[config.mk]
export PLATFORM = sky130hd
export DESIGN_NAME = tea_block_engine
export DESIGN_NICKNAME = d
export VERILOG_FILES = /design/src/rtl/tea_block_engine.sv
export SDC_FILE = /design/constraint.sdc
export NUM_CORES = 2
export LEC_CHECK = 0
export CORE_AREA = 3 3 253 230
export CTS_CLUSTER_DIAMETER = 200
export DETAILED_ROUTE_END_ITERATION = 10
export DIE_AREA = 0 0 256 233
export MAX_ROUTING_LAYER = met4
export PLACE_DENSITY = 0.85
export SYNTH_ARGS = -nofsm -noshare
export SYNTH_HDL_FRONTEND = slang
export SYNTH_SLANG_ARGS = --single-unit
[constraint.sdc]
create_clock -name clk -period 21.1 [get_ports clk]
set_clock_uncertainty 0.15 [all_clocks]
set_input_delay 4.22 -clock clk [delete_from_list [all_inputs] [get_ports clk]]
set_output_delay 4.22 -clock clk [all_outputs]
set_load 0.02 [all_outputs]
[src/rtl/tea_block_engine.sv]
`default_nettype none
// ============================================================================
// Module   : tea_block_engine
// Purpose  : TEA / XTEA 64-bit block cipher engine with configurable Feistel
//            cycle count, per-clock unrolling, valid/ready handshakes on both
//            sides, direct 128-bit key load and optional CBC chaining.
// Ports    : clk, reset (sync, active-high)
//            key_in[127:0], key_load      - key register load (IDLE only)
//            iv_in[63:0],   iv_load       - CBC chain load (IDLE only)
//            mode                         - 0 encrypt / 1 decrypt
//            in_valid, in_ready, data_in  - input block handshake
//            out_valid, out_ready,data_out- result handshake
// Options  : TEA_CBC_EN - when defined, adds the CBC chain register.
// Revision : 1.0 - initial release
// ============================================================================
module tea_block_engine #(
  parameter int          ALGO   = 0,
  parameter int          ROUNDS = 32,
  parameter int          UNROLL = 1,
  parameter logic [31:0] DELTA  = 32'h9E3779B9
) (
  input  logic         clk,
  input  logic         reset,
  input  logic [127:0] key_in,
  input  logic         key_load,
  input  logic [63:0]  iv_in,
  input  logic         iv_load,
  input  logic         mode,
  input  logic         in_valid,
  output logic         in_ready,
  input  logic [63:0]  data_in,
  output logic         out_valid,
  input  logic         out_ready,
  output logic [63:0]  data_out
);

  localparam logic [5:0]  c_rounds  = 6'(ROUNDS);
  localparam logic [5:0]  c_unroll  = 6'(UNROLL);
  // Decryption starts from the sum the encryption ends with.
  localparam logic [31:0] c_sum_dec = DELTA * 32'(ROUNDS);

  typedef enum logic [1:0] {
    S_IDLE = 2'd0,
    S_RUN  = 2'd1,
    S_DONE = 2'd2
  } state_t;

  state_t       r_state;
  state_t       w_state_next;
  logic [127:0] r_key;
  logic [31:0]  r_v0;
  logic [31:0]  r_v1;
  logic [31:0]  r_sum;
  logic [5:0]   r_cnt;
  logic         r_mode;
  logic [31:0]  w_v0;
  logic [31:0]  w_v1;
  logic [31:0]  w_sum;
  logic [63:0]  w_block_in;
  logic [63:0]  w_block_out;
  logic         w_start;
  logic         w_last;

  assign in_ready  = (r_state == S_IDLE);
  assign out_valid = (r_state == S_DONE);
  assign w_start   = (r_state == S_IDLE) && in_valid;
  // One extra RUN clock after the last cycle registers the result.
  assign w_last    = (r_state == S_RUN) && (r_cnt == c_rounds);

  function automatic logic [31:0] key_word(input logic [127:0] key, input logic [1:0] idx);
    logic [31:0] w;
    case (idx)
      2'd0:    w = key[127:96];
      2'd1:    w = key[95:64];
      2'd2:    w = key[63:32];
      default: w = key[31:0];
    endcase
    return w;
  endfunction

  // UNROLL Feistel cycles chained combinationally from the current state.
  always_comb begin
    w_v0  = r_v0;
    w_v1  = r_v1;
    w_sum = r_sum;
    for (int i = 0; i < UNROLL; i++) begin
      if (ALGO == 0) begin
        if (!r_mode) begin
          w_sum = w_sum + DELTA;
          w_v0  = w_v0 + (((w_v1 << 4) + r_key[127:96]) ^ (w_v1 + w_sum) ^ ((w_v1 >> 5) + r_key[95:64]));
          w_v1  = w_v1 + (((w_v0 << 4) + r_key[63:32]) ^ (w_v0 + w_sum) ^ ((w_v0 >> 5) + r_key[31:0]));
        end else begin
          w_v1  = w_v1 - (((w_v0 << 4) + r_key[63:32]) ^ (w_v0 + w_sum) ^ ((w_v0 >> 5) + r_key[31:0]));
          w_v0  = w_v0 - (((w_v1 << 4) + r_key[127:96]) ^ (w_v1 + w_sum) ^ ((w_v1 >> 5) + r_key[95:64]));
          w_sum = w_sum - DELTA;
        end
      end else begin
        if (!r_mode) begin
          w_v0  = w_v0 + ((((w_v1 << 4) ^ (w_v1 >> 5)) + w_v1) ^ (w_sum + key_word(r_key, w_sum[1:0])));
          w_sum = w_sum + DELTA;
          w_v1  = w_v1 + ((((w_v0 << 4) ^ (w_v0 >> 5)) + w_v0) ^ (w_sum + key_word(r_key, w_sum[12:11])));
        end else begin
          w_v1  = w_v1 - ((((w_v0 << 4) ^ (w_v0 >> 5)) + w_v0) ^ (w_sum + key_word(r_key, w_sum[12:11])));
          w_sum = w_sum - DELTA;
          w_v0  = w_v0 - ((((w_v1 << 4) ^ (w_v1 >> 5)) + w_v1) ^ (w_sum + key_word(r_key, w_sum[1:0])));
        end
      end
    end
  end

`ifdef TEA_CBC_EN
  logic [63:0] r_chain;
  logic [63:0] r_din;
  logic [63:0] w_chain_cur;

  // An iv_load in the same clock as the handshake applies to that block.
  assign w_chain_cur = iv_load ? iv_in : r_chain;
  assign w_block_in  = mode ? data_in : (data_in ^ w_chain_cur);
  assign w_block_out = r_mode ? ({r_v0, r_v1} ^ r_chain) : {r_v0, r_v1};

  always_ff @(posedge clk) begin
    if (reset) begin
      r_chain <= '0;
      r_din   <= '0;
    end else begin
      if ((r_state == S_IDLE) && iv_load) r_chain <= iv_in;
      if (w_start) r_din <= data_in;
      if (w_last)  r_chain <= r_mode ? r_din : {r_v0, r_v1};
    end
  end
`else
  logic w_unused_iv;

  assign w_unused_iv = ^{iv_in, iv_load};
  assign w_block_in  = data_in;
  assign w_block_out = {r_v0, r_v1};
`endif

  always_ff @(posedge clk) begin
    if (reset) r_state <= S_IDLE;
    else       r_state <= w_state_next;
  end

  always_comb begin
    w_state_next = r_state;
    case (r_state)
      S_IDLE:  if (in_valid)  w_state_next = S_RUN;
      S_RUN:   if (w_last)    w_state_next = S_DONE;
      S_DONE:  if (out_ready) w_state_next = S_IDLE;
      default:                w_state_next = S_IDLE;
    endcase
  end

  always_ff @(posedge clk) begin
    if (reset) begin
      r_key    <= '0;
      r_v0     <= '0;
      r_v1     <= '0;
      r_sum    <= '0;
      r_cnt    <= '0;
      r_mode   <= 1'b0;
      data_out <= '0;
    end else begin
      // key_in captured alongside a handshake is used by that block, since
      // the first cycle is computed on the following clock.
      if ((r_state == S_IDLE) && key_load) r_key <= key_in;
      if (w_start) begin
        r_v0   <= w_block_in[63:32];
        r_v1   <= w_block_in[31:0];
        r_mode <= mode;
        r_sum  <= mode ? c_sum_dec : 32'd0;
        r_cnt  <= '0;
      end else if (r_state == S_RUN) begin
        if (w_last) begin
          data_out <= w_block_out;
        end else begin
          r_v0  <= w_v0;
          r_v1  <= w_v1;
          r_sum <= w_sum;
          r_cnt <= r_cnt + c_unroll;
        end
      end
    end
  end

endmodule
`default_nettype wire

# Yosys cells after proc, flatten, opt, wreduce, memory -nomap -nowiden
# Index checks and enable logic that the tools add are counted.
[totals]
regBits = 297
in_bits = 263
output_inout_bits = 66
elab_cells = 71
[classes]
n_addsub = 19
n_eq_ne = 7
muxes = 17
n_bitwise = 10
reduce_logical = 10
[op_table]
columns = ["operator", "n"]
rows = [
  ["32-bit 2-to-1 mux", 13],
  ["32-bit adder", 10],
  ["32-bit bitwise XOR", 8],
  ["27-bit by 32-bit adder with 32-bit output", 4],
  ["32-bit subtractor", 2],
  ["32-bit adder, second input constant", 1],
  ["32-bit subtractor, second input constant", 1],
  ["6-bit by 1-bit adder with 6-bit output, second input constant", 1],
  ["6-bit == test, second input constant", 1],
  ["2-bit 2-to-1 mux", 3],
  ["2-bit inequality test, second input constant", 3],
  ["2-bit one-hot mux with 3 select lines", 1],
  ["3-bit AND reduction", 2],
  ["2-bit AND reduction", 2],
  ["1-bit logical AND", 3],
  ["2-bit by 1-bit == test with 1-bit output, second input constant", 1],
  ["2-bit == test, second input constant", 1],
  ["2-bit zero test", 1],
  ["2-bit by 1-bit inequality test with 1-bit output, second input constant", 1],
  ["1-bit NOT", 2],
  ["2-bit nonzero test", 1],
  ["2-bit OR reduction", 1],
]

# Longest topological paths before layout
[logic_depth]
depth_word = 13
ltp_mapped = 46

# Worst setup path after synthesis
# OpenSTA, ideal clock, no wires.
[synth_path]
path_kind = "reg-to-reg"
from = "register r_sum[1]"
to = "register r_v1[31]"
arrival_time_ns = 9.535
t_required_ns = 20.844
setup_slack_ns = 11.309
path_stages_with_launch = 43
path_buffers = 0
path_cell_list = "dfxtp_1 > ha_1 > a2111o_1 > and2_1 > nor2_1 > xor2_1 > ha_1 > a21o_1 > a21o_1 > a21oi_1 > o2111ai_1 > a31o_2 > a21o_1 > a21o_1 > a21oi_1 > xnor2_1 > xnor2_1 > ha_1 > [7 not listed] > or3b_2 > a21oi_1 > o21ai_0 > a221o_1 > a21oi_1 > xnor2_1 > xnor2_1 > ha_1 > nand2_1 > or2_2 > a2111oi_0 > o41ai_1 > o211ai_1 > o211ai_1 > xnor2_1 > xnor3_1 > or3_1 > o311ai_0"
[synth_via]
elab_chain_len = 13
elab_cells_between_ends = 19
classes_between = "add/sub (9); mux (4); bitwise (6)"
[synth_rtl]
columns = ["item", "line_no", "rtl"]
rows = [
  ["start, declared", "53", "logic [31:0] r_sum;"],
  ["start signal, assigned", "171", "r_sum <= mode ? c_sum_dec : 32'd0;"],
  ["start signal, assigned", "179", "r_sum <= w_sum;"],
  ["32-bit adder", "--", ""],
  ["32-bit adder", "90", "w_v0 = w_v0 + (((w_v1 << 4) + r_key[127:96]) ^ (w_v1 + w_sum) ^ ((w_v1 >> 5) + r_key[95:64]));"],
  ["32-bit bitwise XOR (2 in series)", "90", ""],
  ["32-bit adder", "90", ""],
  ["32-bit adder", "91", "w_v1 = w_v1 + (((w_v0 << 4) + r_key[63:32]) ^ (w_v0 + w_sum) ^ ((w_v0 >> 5) + r_key[31:0]));"],
  ["32-bit bitwise XOR (2 in series)", "91", ""],
  ["32-bit adder", "91", ""],
  ["32-bit 2-to-1 mux (*)", "88", "if (!r_mode) begin"],
  ["32-bit 2-to-1 mux (*)", "174", "if (w_last) begin"],
  ["32-bit 2-to-1 mux (*)", "173", "end else if (r_state == S_RUN) begin"],
  ["32-bit 2-to-1 mux (*)", "167", "if (w_start) begin"],
  ["end signal, assigned", "169", "r_v1 <= w_block_in[31:0];"],
  ["end signal, assigned", "178", "r_v1 <= w_v1;"],
  ["end, declared", "52", "logic [31:0] r_v1;"],
]
# Mark *: on every way between the ends. The rest lies on a longest branch, timed or not. The select of a mux whose other input is x is not followed.
# A chain may end at the register's enable or synchronous reset.

# Worst setup path in the final report
# Ends and elaborated chain as after synthesis.

==> results.txt <==
Tmin final = 12.37 ns
Status = finished clean
Layout cells sized above 1 = 3.69%
Post-Syn Area per Cell = 7.61 um2
Kind of critical path = register to register
RSZ-0062 raised after global routing = no
Crit. End Element = register
Avg WL per Cell = 23.2 um
Initial core utilization = 64.9%
Die W = 256 um
Max-slew violations = 0
Gr usage total = 44.1%
Residual DRC count = 0
First-pass GRT wire length = 198000 um
DRT Pass-1 Iters = 6
Remaining global-route overflow = 0
Synthesized area = 0.0362 mm2
Post-synthesis mux area share = 0.529%
Cells after DPL = 5706
Crit path buf inv count = 1
Clock Path Buffers = 3
Sum Neg Setup Slack = 0 ns
CTS resizes = 0
I/O Buffers = 263
Sink Count = 297
Setup crit start kind = register
Final Instance Count excl. Fillers = 5773
Hold_buf cts = 0
Final period util = 58.6%
Largest stage delay, worst path = 0.87 ns
Post-synthesis register bit count = 297
Synth warnings = 0
Max_slew headroom = 23.5%
Root Buffer = clkbuf_16
Vias in the first global route = 34800
Routed vias/inst = 6.49
Main combinational cell family by area after synthesis = compound AO/OA/AOI/OAI gates
Maximum fanout along the worst path = 10
Post-route ant nets = 0
Yosys top cell area share = 16.8%
Worst path required time = 21.41 ns
Hold crit path type = register to register
Post-Synth XOR/XNOR Area = 18.5%
Final setup viols = 0
FFs w/ async S/R, synth = 0%
Clock-pin slew on the worst setup and hold paths = 0.06 ns
Critical path arrival = 12.68 ns
Dpl hpwl = 107000 um
Synth top area cells = ha_1, dfxtp_1, xnor2_1
Site Rows = 82
Netlist cell types = 86
# IOs = 329
Worst path slowest cell = o41ai_1
Synthesized Nets = 5516
Final Hold Viols = 0
Fmax achieved = 80.8 MHz
Max Cap Viol = 0
FILL cells = 4625
Synth Flop Type = dfxtp_1
Layout area overhead = 13.6%
GP Congestion = 1.05
Worst-Skew Late Latency = 0.58 ns
Most used cell, CP = xnor2_1
Post-CTS setup buffers = 0
Initial drt markers = 4451
Cell type with the largest total area after synthesis = ha_1
Least-Margin Pin Slew = 1.14 ns
Post-synth EDFFs = 0
Post-Route WL = 134000 um
Via count = 37500
Post-Synth Simple-Gate Area = 16.3%
Crit path max-delay family = compound AO/OA/AOI/OAI gates
Nets = 5752
Initial antenna violation count = 2
Die area = 0.0596 mm2
CTS tree = yes
H-tree levels = 2
Die H = 233 um
Mapped Cells = 4752
Core Area = 0.0557 mm2
Adder-Cell Fraction of Synth Area = 17.7%
Seq/Total Area, Yosys = 16.4%
Largest net degree at the start of global routing = 113
Cts bufs inserted = 36
Compound-Gate Fraction of Synth Area = 27.8%
[cells in the final DEF (no fill, tap or decap), types with 39 or more instances in the layout]
master / Yosys / final
a21oi_1: 639 / 639
o21a_1: 46 / 46
nand3_1: 77 / 77
nor3_1: 78 / 78
o211ai_1: 71 / 71
a21o_1: 266 / 266
inv_1: 117 / 117
nand2b_1: 49 / 49
o21bai_1: 56 / 56
xnor2_1: 598 / 598
buf_4: 0 / 82
o21ai_0: 218 / 218
nand2_1: 629 / 626
a31oi_1: 39 / 39
clkdlybuf4s50_1: 0 / 262
ha_1: 485 / 485
xor2_1: 142 / 142
nor2b_1: 46 / 45
a211oi_1: 45 / 45
nor2_1: 284 / 284
dfxtp_1: 297 / 296
[registers in the layout, indices dropped and copies added, names as in the netlist]
register  flops
r_key       128
r_state       2
r_v1         32
r_sum        32
r_mode        1
data_out     64
r_v0         32
r_cnt         6
[worst paths after layout]
path	slack, ns	cells past startpoint	start	endpoint
setup / recovery	8.73	43	r_sum[1]	r_v1[31]
hold / removal	0.30	2	data_out[60]	data_out[60]
setup reg to reg	8.73	43	r_sum[1]	r_v1[31]
hold reg to reg	0.30	2	data_out[60]	data_out[60]
[final cells by class]
| cell class | count | area, um2 | area share [%] |
|---|---|---|---|
| Antenna cell | 3 | 7.51 | 0.0183 |
| Timing Repair Buffer | 345 | 3250 | 7.92 |
| Clock inverter | 13 | 185 | 0.451 |
| Sequential cell | 297 | 5950 | 14.5 |
| Clock buffer | 51 | 1060 | 2.58 |
| Inverter | 117 | 439 | 1.07 |
| Multi-Input combinational cell | 4191 | 29200 | 71.2 |
| Tap cell | 756 | 946 | 2.30 |
[metal layers]
metal / routed length [um] / vias to the layer above / global-route usage [%] / share of wire (%)
met3: 19300 / 316 / 11.7 / 14
met2: 54100 / 1997 / 63.5 / 40
met1: 55400 / 17500 / 59.4 / 41
met5: 0 / - / - / 0
li1: - / 17600 / - / -
met4: 4950 / 0 / 15.7 / 3.7
[logic make-up (layout without fill, tap and decap cells)]
group                    Yosys count  after routing
flip-flops                       297            297
buffers and inverters            264            526
AND/OR/NAND/NOR                 1329           1329
AO/OA/AOI/OAI                   1593           1593
other                              0              3
multiplexers                      19             19
adder cells (fa/ha/maj)          501            501
XOR/XNOR                         749            749
[cells in the mapped netlist, drive strengths merged (77+ instances only)]
cell      n
inv     117
nor2    284
xnor2   598
o21ai   223
a21o    266
a21oi   639
nor3     78
nand2   630
xor2    142
nand3    77
clkbuf  135
dfxtp   297
ha      485
[through the flow]
stage / hold WS (ns) / utilization [%] / setup WS, ns / instance area, um2
global placement: 0.291 / 71.5 / 9.33 / 39800
CTS: 0.304 / 73.7 / 9.17 / 41100
floorplan: 0.299 / - / 11.31 / 36200
finish: 0.301 / 73.7 / 8.73 / 41100
global route: 0.315 / 73.7 / 8.28 / 41100
detailed placement: 0.296 / 71.5 / 9.23 / 39800
[tightest hold or removal path, stage by stage, from the launching register on]
cell and delay [ns]:
dfxtp_1 0.30, nand2_1 0.05, a21oi_1 0.05
Power is not shown: default switching activity piles up to over one toggle a cycle in this logic, so the estimate is an artifact.
